<file path="src/rtl/uart_msg_if.sv">
// Character stream handshake between a message source and a UART sink.
interface uart_msg_if;
  logic [7:0] out_char;
  logic       out_valid;
  logic       out_ready;

  modport master (output out_char, out_valid, input out_ready);
  modport slave  (input out_char, out_valid, output out_ready);
endinterface

</file>
<file path="src/rtl/uart_msg_source.sv">
// Replays a fixed parameter-packed message over a valid/ready character port,
// optionally repeated with an idle gap between repetitions.
module uart_msg_source #(
  parameter int                   MSG_LEN   = 13,
  parameter logic [8*MSG_LEN-1:0] MSG       = "Hello World!\n",
  parameter int                   REPEAT    = 1,
  parameter int                   GAP       = 0,
  parameter int                   AUTOSTART = 1
) (
  input  logic              clk,
  input  logic              rst,
  input  logic              start,
  uart_msg_if.master        out,
  output logic              busy,
  output logic              done,
  output logic [15:0]       sent_count
);

  localparam int IW = (MSG_LEN > 1) ? $clog2(MSG_LEN)  : 1;
  localparam int RW = (REPEAT > 0)  ? $clog2(REPEAT+1) : 1;
  localparam int GW = (GAP > 0)     ? $clog2(GAP+1)    : 1;

  localparam logic [IW-1:0] IDX_LAST = IW'(MSG_LEN - 1);
  localparam logic [RW-1:0] REP_LAST = RW'((REPEAT > 0) ? REPEAT - 1 : 0);
  localparam logic [GW-1:0] GAP_LAST = GW'((GAP > 0) ? GAP - 1 : 0);

  typedef enum logic [1:0] {S_IDLE, S_SEND, S_GAP, S_DONE} state_e;

  state_e          state_q, state_d;
  logic [IW-1:0]   idx_q, idx_d;
  logic [RW-1:0]   rep_cnt_q, rep_cnt_d;
  logic [GW-1:0]   gap_cnt_q, gap_cnt_d;
  logic [15:0]     sent_count_q, sent_count_d;
  logic            xfer;
  logic [7:0]      char_sel;

  always_ff @(posedge clk) begin
    if (rst) begin
      state_q      <= S_IDLE;
      idx_q        <= '0;
      rep_cnt_q    <= '0;
      gap_cnt_q    <= '0;
      sent_count_q <= '0;
    end else begin
      state_q      <= state_d;
      idx_q        <= idx_d;
      rep_cnt_q    <= rep_cnt_d;
      gap_cnt_q    <= gap_cnt_d;
      sent_count_q <= sent_count_d;
    end
  end

  // valid comes from registered state only, so out_ready never loops back to it
  assign xfer = (state_q == S_SEND) && out.out_ready;

  always_comb begin
    state_d      = state_q;
    idx_d        = idx_q;
    rep_cnt_d    = rep_cnt_q;
    gap_cnt_d    = gap_cnt_q;
    sent_count_d = sent_count_q;
    case (state_q)
      S_IDLE, S_DONE: begin
        if (start || (state_q == S_IDLE && AUTOSTART != 0)) begin
          state_d      = S_SEND;
          idx_d        = '0;
          rep_cnt_d    = '0;
          sent_count_d = '0;
        end
      end
      S_SEND: begin
        if (xfer) begin
          if (sent_count_q != 16'hFFFF) sent_count_d = sent_count_q + 16'd1;
          if (idx_q != IDX_LAST) begin
            idx_d = idx_q + 1'b1;
          end else begin
            idx_d = '0;
            if (REPEAT != 0) rep_cnt_d = rep_cnt_q + 1'b1;
            if (REPEAT != 0 && rep_cnt_q == REP_LAST) begin
              state_d = S_DONE;
            end else if (GAP != 0) begin
              state_d   = S_GAP;
              gap_cnt_d = '0;
            end
          end
        end
      end
      S_GAP: begin
        if (gap_cnt_q == GAP_LAST) state_d = S_SEND;
        else                       gap_cnt_d = gap_cnt_q + 1'b1;
      end
      default: state_d = S_IDLE;
    endcase
  end

  always_comb begin
    char_sel = 8'h00;
    if (state_q == S_SEND) begin
      for (int i = 0; i < MSG_LEN; i++) begin
        if (idx_q == IW'(i)) char_sel = MSG[8*(MSG_LEN-1-i) +: 8];
      end
    end
  end

  assign out.out_char  = char_sel;
  assign out.out_valid = (state_q == S_SEND);
  assign busy          = (state_q == S_SEND) || (state_q == S_GAP);
  assign done          = (state_q == S_DONE);
  assign sent_count    = sent_count_q;

endmodule

</file>
<file path="src/flat_wrapper.sv">
// flat-port wrapper written by rule: the top's interface ports become plain ports
module uart_msg_source_flat 
#(
  parameter int                   MSG_LEN   = 13,
  parameter logic [8*MSG_LEN-1:0] MSG       = "              ",
  parameter int                   REPEAT    = 1,
  parameter int                   GAP       = 0,
  parameter int                   AUTOSTART = 1
)
  (clk, rst, start, busy, done, sent_count, out_out_char, out_out_valid, out_out_ready);
  uart_msg_if out_i ();
  input  logic clk;
  input  logic rst;
  input  logic start;
  output logic busy;
  output logic done;
  output logic [15:0] sent_count;
  output wire logic [$bits(out_i.out_char)-1:0] out_out_char;
  output wire logic [$bits(out_i.out_valid)-1:0] out_out_valid;
  input wire logic [$bits(out_i.out_ready)-1:0] out_out_ready;
  assign out_out_char = out_i.out_char;
  assign out_out_valid = out_i.out_valid;
  assign out_i.out_ready = out_out_ready;
  uart_msg_source #(.MSG_LEN(MSG_LEN), .MSG(MSG), .REPEAT(REPEAT), .GAP(GAP), .AUTOSTART(AUTOSTART)) u_core (.clk(clk), .rst(rst), .start(start), .out(out_i), .busy(busy), .done(done), .sent_count(sent_count));
endmodule
</file>
<file path="config.mk">
export PLATFORM = sky130hd
export DESIGN_NAME = uart_msg_source_flat
export DESIGN_NICKNAME = d
export VERILOG_FILES = /design/src/rtl/uart_msg_if.sv /design/src/rtl/uart_msg_source.sv /design/src/flat_wrapper.sv
export SDC_FILE = /design/constraint.sdc
export NUM_CORES = 1
export LEC_CHECK = 0
export CORE_ASPECT_RATIO = 1.75
export CORE_MARGIN = 8
export CORE_UTILIZATION = 55
export CTS_CLUSTER_DIAMETER = 40
export DETAILED_ROUTE_END_ITERATION = 8
export DONT_BUFFER_PORTS = 1
export HOLD_SLACK_MARGIN = 0.02
export PLACE_DENSITY = 0.68
export SLEW_MARGIN = 10
export SYNTH_ARGS = -nofsm -noshare
export SYNTH_HDL_FRONTEND = slang
export SYNTH_SLANG_ARGS = --single-unit
</file>
<file path="constraint.sdc">
create_clock -name clk -period 3.4 [get_ports clk]
set_input_delay 0.34 -clock clk [delete_from_list [all_inputs] [get_ports clk]]
set_output_delay 0.34 -clock clk [all_outputs]
set_load 0.01 [all_outputs]
</file>
# Yosys cells after proc, flatten, opt, wreduce, memory -nomap -nowiden

Cells that the tools add are included.

Eq/ne operators: 23
Mux-type cells: 33
$add $sub $neg: 4
Reductions and logical operators: 11

Operators with widths:

| kind                  | count |
|---|---|
| $mux 6                | 13 |
| $mux 16               | 3 |
| $pmux 16 s2           | 1 |
| $eq 4x4->1 const B    | 5 |
| $add 16x1->16 const B | 1 |
| $eq 4x3->1 const B    | 4 |
| $ne 16x16->1 const B  | 1 |
| $mux 4                | 3 |
| $mux 2                | 5 |
| $eq 4x2->1 const B    | 2 |
| $mux 8                | 1 |
| $pmux 4 s2            | 1 |
| $reduce_and 4->1      | 2 |
| $ne 2x1->1 const B    | 3 |
| $ne 2x2->1 const B    | 3 |
| $pmux 2 s3            | 1 |
| $reduce_and 5->1      | 1 |
| $add 4x1->4 const B   | 1 |
| $eq 2x2->1 const B    | 2 |
| $eq 4x1->1 const B    | 1 |
| $logic_not 4->1       | 1 |
| $mux 1                | 4 |
| $ne 4x4->1 const B    | 1 |
| $reduce_and 3->1      | 1 |
| 8 further kinds       | 10 |

Output and inout bits: 27
Logic and storage cells: 76
Flip-flop bits (word level): 24

# Longest topological paths before layout

Gate-level depths: netlist (run 1).

Depth in word-level cells: 15
Gate-level depth with buffers: 8
Mapped depth without buffers: 6

# Least setup slack after synthesis (run 1)

No wires, ideal clock.

Path type: reg-to-reg
Start point: reg u_core.state_q[0]
End point: reg u_core.sent_count_q[9], in the netlist u_core.sent_count[9]
Setup slack: 1.599 ns
Cell stages (with the launch flop): 9
Data arrival time: 1.729 ns
Required time: 3.328 ns
Cell sequence: dfxtp_1 > inv_1 > ha_1 > or3_4 > buf_6 > a31oi_4 > buf_6 > nand2_1 > mux2i_1

Cells in the longest elaborated chain, start to end: 4
Elaborated cells between the ends (all ways): 12

RTL lines:

| what                                                             | RTL line              | text |
|---|---|---|
| start: declaration                                               | uart_msg_source.sv:29 | `state_e state_q, state_d;` |
| start signal: assignment                                         | uart_msg_source.sv:45 | `state_q <= state_d;` |
| $eq 2x2->1, or another cell as far along                         | uart_msg_source.sv:62 | `case (state_q)` |
| $reduce_or 2->1, or another cell as far along                    | uart_msg_source.sv:62 |  |
| $ne 2x1->1 (no line) / $reduce_bool 2->1 (equally long branches) | -                     |  |
| $reduce_and 4->1 (no line)                                       | -                     |  |
| end signal: assignment                                           | uart_msg_source.sv:49 | `sent_count_q <= sent_count_d;` |
| end: declaration                                                 | uart_msg_source.sv:33 | `logic [15:0] sent_count_q, sent_count_d;` |

Several ways; a longest one is shown, not always the timed one.
A chain may end at the register's enable or synchronous reset.

# Worst setup path after layout (run 1)

Start point: reg u_core.state_q[1]
End point: reg u_core.sent_count_q[4], in the netlist u_core.sent_count[4]

Cells in the longest elaborated chain, start to end: 4
Elaborated cells between the ends (all ways): 12

RTL lines:

| what                       | RTL line              | text |
|---|---|---|
| $eq 2x1->1 *               | -                     |  |
| named net out_out_valid    | flat_wrapper.sv:19    | `output wire logic [$bits(out_i.out_valid)-1:0] out_out_valid;` |
| $logic_and 1x1->1          | uart_msg_source.sv:54 | `assign xfer = (state_q == S_SEND) && out.out_ready;` |
| $ne 2x1->1 (no line)       | -                     |  |
| $reduce_and 4->1 (no line) | -                     |  |

The timed path passes the listed nets; every way through them passes the cells marked *.

==> impl_metrics.tcl, run 1 <==
set metrics [dict create \
    async_flop_share 0 \
    antenna_cells 0 \
    die_h_um 86.7 \
    core_area_mm2 0.00272 \
    whs_path_depth 1 \
    port_buffers 0 \
    crit_type "flop to flop" \
    synth_xor_area_frac 0.0167 \
    cts_tree "done" \
    synth_most_common_cell "dfxtp_1" \
    design_area_mm2 0.00157 \
    vias 1249 \
    row_count 25 \
    fmax_ghz 0.461 \
    hold_viol 0 \
    fin_skew_ps 2.94 \
    slew_headroom 0.627 \
    syn_avg_cell_area_um2 8.98 \
    routed_wl_um 3750 \
    ys_seq_area_frac 0.293 \
    initial_utilization 0.577 \
    timing.rr.end "u_core.sent_count[4]" \
    r2r-start "u_core.state_q[1]" \
    status "complete, no violations" \
    m1WireLength_um 1320 \
    die-area_mm2 0.00489 \
    reg2reg_depth 6 \
    startpoint_type "flop" \
    path_clk_slew_ps 80 \
    cts_sinks 23 \
    hold_slack_ps 137 \
    synth_cell_type_count 47 \
    dp_slack_ps 1310 \
    overflow 0 \
    rrSetupSlack_ps 1230 \
    grt_pass1_wl_um 6220 \
    grt_max_degree 15 \
    postCtsSetupBuffers 0 \
    cts_made_buffers 3 \
    area_delta_synth_final_pct -0.319 \
    period_share 0.638 \
    period_minus_slack_ps 2170 \
    synth.largest_area_cell "dfxtp_1" \
    drt-pass1-iter-count 4 \
    dieWidth_um 56.4 \
    synth.top_cell.area_share 0.293 \
    fin_ws_ps 1230 \
    arrival_ps 2330 \
    dr_wl_met2_um 2170 \
    holdPathEnd "u_core.idx_q[1]" \
    synth_simple_gate_area_share 0.319 \
    setup_viol_count_final 0 \
    place_congestion 0.836 \
    cts_root_buffer "clkbuf_8" \
    wl_per_cell_um 18.9 \
    io_pins 31 \
    syn_area_mm2 0.00157 \
    synth_commonest_cells "dfxtp_1 (23), nand2_1 (17), inv_1 (11), mux2i_1 (11), nand2b_1 (9)" \
    yosys.area_share.adder 0.0637 \
    synthCells 175 \
    clockBufferDepth 2 \
    vias_per_cell 6.31 \
    top_layer_used "met4" \
    hp-start "rst" \
    ys_top_cells_by_area "dfxtp_1 (29%), mux2i_1 (7.0%), ha_1 (6.4%)" \
    holdCritPathClass "input pin to flop" \
    dp_hpwl_um 2980 \
    dpl_cell_area_mm2 0.00152 \
    synth_compound_area_frac 0.127 \
    cts_hold_buf 0 \
    final_util 0.576 \
    synthMuxAreaShare 0.0844 \
    ir_drop_mv 0.433 \
    synth_enable_flop_cells 0 \
    cts_resized 0 \
    power_density_mw_per_mm2 502 \
    drive_above_1_share 0.135 \
    grt_setup_unrepaired "no" \
    p_leak_nw 0.495 \
    worst_pin_slew_ps 555 \
    worstSetupEndpointType "flop" \
    worstSkewPairLatency_ps 260 \
    worstPathRequired_ps 3570 \
    nNetsFinal 184 \
    wl_met3_um 183 \
    grt_pass1_vias 1226 \
    antenna_found_initial 0 \
    fin_tns_setup_ps 0 \
    final_max_slew_viol_count 0 \
    critPathMaxFanout 12 \
    grt_usage 0.155 \
    htreeDepth 1 \
    post-route-drc-count 0 \
    synth_top_family_by_area "simple AND/OR/NAND/NOR gates" \
    antenna_left 0 \
    cap_violations 0 \
    synth_ff_type "dfxtp_1" \
    drtIter0Drc 31 \
    ys_ff_latch 23 \
    ys_warn_count 0 \
]
-- worst max-delay path: stages, from the launching register on --
cell and delay, ps:
dfxtp_1 330, inv_1 90, ha_1 470, nand3_2 210
nor3_2 470, a21oi_2 200, o32ai_1 290
-- registers in the layout, summed over array words and instances, names as in the netlist --
signal and count:
u_core.sent_count 16, u_core.idx_q 4, u_core.rep_cnt_q 1, u_core.state_q 2
-- worst max-delay path by stage --
stage | endpoint | start | depth (start not counted) | slack (ps)
after floorplan | u_core.sent_count[9] | u_core.state_q[0] | 8 | 1600
after global placement | u_core.sent_count[4] | u_core.state_q[1] | 6 | 1370
after detailed placement | u_core.sent_count[4] | u_core.state_q[1] | 6 | 1310
after CTS | u_core.sent_count[4] | u_core.state_q[1] | 6 | 1290
after global routing | u_core.sent_count[4] | u_core.state_q[1] | 6 | 1100
final | u_core.sent_count[4] | u_core.state_q[1] | 6 | 1230
-- cells in the final DEF, fill, tap and decap left out, drive strengths merged, types with 7 or more instances in the layout --
cell type,instances
nor4,12
dfxtp,23
nor2,8
nand3,9
inv,11
ha,8
conb,7
nand2,17
nand2b,9
mux2i,11
-- power by group --
part | switching (mW) | total, mW | internal [mW]
Sequential | 0.0230 | 0.309 | 0.286
Clock | 0.0889 | 0.173 | 0.0837
Combinational | 0.204 | 0.306 | 0.101
Total | 0.316 | 0.787 | 0.471
-- layer usage --
| layer | GRT usage | vias to the layer above |
|---|---|---|
| met3 | 0.0366 | 7 |
| met5 | 0 | - |
| met2 | 0.300 | 26 |
| met4 | 0.0791 | 0 |
| li1 | - | 617 |
| met1 | 0.144 | 599 |
-- cell type report --
class                           instances  area (um^2)
Fill cell                             253         1150
Clock buffer                            4         45.0
Sequential cell                        23          460
Tap cell                               27         33.8
Inverter                               11         41.3
Multi-Input combinational cell        133          986
-- logic make-up after synthesis --
kind of cell | Yosys count
buffers and inverters | 25
AO/OA/AOI/OAI | 24
flip-flops | 23
AND/OR/NAND/NOR | 78
other | 1
XOR/XNOR | 3
multiplexers | 13
adder cells (fa/ha/maj) | 8
-- stage by stage --
stage / power [mW] / instances
3_5_place_dp: 0.621 / 194
6_report: 0.787 / 198
4_1_cts: 0.791 / 198
2_1_floorplan: 0.589 / 181
3_3_place_gp: 0.606 / 194
5_1_grt: 0.831 / 198
Power figures use the tool's default switching activity.
==> run 2, diff against run 1 <==
Settings changed: ABC_AREA set to 1, PLACE_DENSITY 0.68 to 0.71.
Clock period 3.4 ns to 1.74 ns, I/O delays scaled along.
==> run 2 against run 1 <==
Net effect:
- critical path depth rose by 4
- register-to-register slack worse by 1100 ps
- flip-flop and latch count unchanged
- synthesized cell count is 27% higher
- power grew to 2.6 times the previous value
- first-iteration DRC count decreased by 9.7%
- final cell count up 39%
- maximum frequency rose by 35%
- worst setup slack worse by 1100 ps
- largest cell class unchanged
- global-route usage decreased by 0.70 points
- largest power group is now combinational cells
- worst hold slack got worse by 4.6 ps
- non-clock buffer count is 27 higher
==> impl_metrics.tcl, run 2 <==
set metrics [dict create \
    post-route-drc-count 0 \
    crit_type "flop to flop" \
    cts_tree "done" \
    antenna_left 0 \
    grt_pass1_wl_um 6040 \
    synth.largest_area_cell "dfxtp_1" \
    fin_ws_ps 130 \
    cp_slowest_stage_delay_ps 380 \
    fin_skew_ps 4.96 \
    cp_slowest_cell "dfxtp_4" \
    ir_drop_mv 1.03 \
    vias_per_cell 5.04 \
    synth.top_cell.area_share 0.295 \
    worstSetupEndpointType "flop" \
    worstPathCellList "inv_2 -> ha_4 -> inv_2 -> nand2_2 -> buf_4 -> nand4_1 -> nand2_2 -> clkinvlp_4 -> o21ai_1 -> nor2_1" \
    synth_most_common_cell "nand2_1" \
    largest_reg_flops 16 \
    fillCellCount 237 \
    htreeDepth 1 \
    dieWidth_um 56.2 \
    syn_area_mm2 0.00156 \
    synth_ff_type "dfxtp_1" \
    grt_usage 0.148 \
    path_clk_slew_ps 90 \
    nNetsFinal 262 \
    routed_wl_um 3650 \
    grt_max_degree 14 \
    combPwrFrac 0.526 \
    arrival_ps 1780 \
    p_leak_nw 0.827 \
    drive_above_1_share 0.281 \
    path_buf_inv 4 \
    drtIter0Drc 28 \
    layout_common_cells "nand2_1 (51), nor2_1 (44), inv_1 (23)" \
    worst-path-stages 10 \
    worstPathRequired_ps 1910 \
    setup_viol_count_final 0 \
    dp_hpwl_um 2840 \
    core_area_mm2 0.00269 \
    wl_per_cell_um 13.2 \
    dp_slack_ps 19.5 \
    syn_avg_cell_area_um2 6.99 \
    ys_top_cells_by_area "dfxtp_1 (30%), nand2_1 (13%), nor2_1 (11%)" \
    holdCritPathClass "input pin to flop" \
    port_buffers 0 \
    cap_violations 0 \
    overflow 0 \
    row_count 25 \
    async_flop_share 0 \
    fmax_ghz 0.621 \
    seq_power_share 0.306 \
    antenna_cells 0 \
    grt_pass1_vias 1400 \
    area_delta_synth_final_pct 19.7 \
    ys_warn_count 0 \
    worst_path_dominant_cell_family "buffers and inverters" \
    synth_commonest_cells "nand2_1 (53), nor2_1 (44), inv_1 (26)" \
    synth_cell_type_count 29 \
    power_density_mw_per_mm2 1090 \
    ys_ff_latch 23 \
    hold_viol 0 \
    synth_enable_flop_cells 0 \
    reg2reg_depth 10 \
    place_congestion 0.841 \
    die-area_mm2 0.00486 \
    cts_made_buffers 3 \
    final_max_slew_viol_count 0 \
    synthCells 223 \
    initial_utilization 0.580 \
    drt-pass1-iter-count 4 \
    clockBufferDepth 2 \
    vias 1392 \
    cts_root_buffer "clkbuf_8" \
    status "complete, no violations" \
    cts_sinks 23 \
    fin_tns_setup_ps 0 \
    p_sw_mw 0.832 \
    worstSkewPairLatency_ps 270 \
    io_pins 31 \
    final_common_cell "nand2_1" \
    antenna_found_initial 0 \
    whs_path_depth 3 \
    ys_seq_area_frac 0.295 \
    period_minus_slack_ps 1610 \
    p_clk_frac 0.167 \
    die_h_um 86.4 \
    intPower_mw 1.21 \
    startpoint_type "flop" \
    period_share 0.925 \
    switching_share 0.408 \
    critPathMaxFanout 6 \
]
run 2: cell types whose count changed after synthesis, moves of 4 or more:
cell,change
nand2_4,+4
nor4_1,-6
nor2_1,+36
nand2_1,+36
nor4_2,-6
nand2b_1,-9
nand3_2,+7
a21oi_1,+5
mux2i_1,-11
inv_1,+15
run 2: cell families after synthesis:
group | synth area share
flops | 0.295
other cells | 0.00241
buf+inv | 0.138
simple gates | 0.433
compound gates | 0.0457
fa+ha+maj | 0.0642
xor+xnor | 0.0209
run 2: area by class of cell:
| cell class | count | area (um^2) | area share |
|---|---|---|---|
| multi-input combinational | 165 | 940 | 0.504 |
| sequential | 23 | 465 | 0.249 |
| timing repair buffer | 27 | 260 | 0.140 |
| inverter | 29 | 113 | 0.0604 |
| clock buffer | 3 | 41.3 | 0.0221 |
| tap | 27 | 33.8 | 0.0181 |
| timing repair inverter | 1 | 7.51 | 0.00402 |
| clock inverter | 1 | 5.00 | 0.00268 |
run 2: what timing repair did:
action                                  in CTS  in global routing
setup buffers                                0                  2
resized for setup                            0                 15
hold buffers                                 1                  0
endpoints found under the hold margin        8                  0
endpoints found under the setup margin       0                 22
run 2: per-layer routing:
layer	GRT usage	part of all wire	vias up
met2	0.300	0.58	18
li1	-	-	725
met3	0.0351	0.043	4
met1	0.128	0.37	645
met5	0	0	-
met4	0.0681	0.011	0
run 2: power groups by stage:
stage	clock [mW]	sequential (mW)	combinational [mW]
2_1_floorplan	0	0.637	0.674
3_3_place_gp	0	0.624	0.873
6_report	0.342	0.625	1.07
5_1_grt	0.369	0.634	1.17
4_1_cts	0.354	0.614	0.911
3_5_place_dp	0	0.626	0.900
run 2: worst reg2reg max path: stages (launching register included):
cell	delay [ps]
dfxtp_4	380
inv_2	50
ha_4	260
inv_2	40
nand2_2	80
buf_4	120
nand4_1	90
nand2_2	140
clkinvlp_4	180
o21ai_1	110
nor2_1	60
run 2: worst paths after layout:
path	startpoint	endpoint	slack, ps
worst max register to register	u_core.state_q[0]	u_core.sent_count[14]	130
worst max-delay path	u_core.state_q[0]	u_core.sent_count[14]	130
worst min register to register	u_core.rep_cnt_q	u_core.rep_cnt_q	480
worst min-delay path	rst	u_core.idx_q[0]	130
run 2: through the flow:
step	cells	hold slack (ps)	power, mW	area [um^2]	utilization
2_1_floorplan	229	451	1.31	1580	-
3_3_place_gp	267	239	1.50	1720	0.639
5_1_grt	276	138	2.18	1870	0.693
4_1_cts	272	113	1.88	1780	0.660
3_5_place_dp	267	240	1.53	1720	0.639
6_report	276	132	2.04	1870	0.693
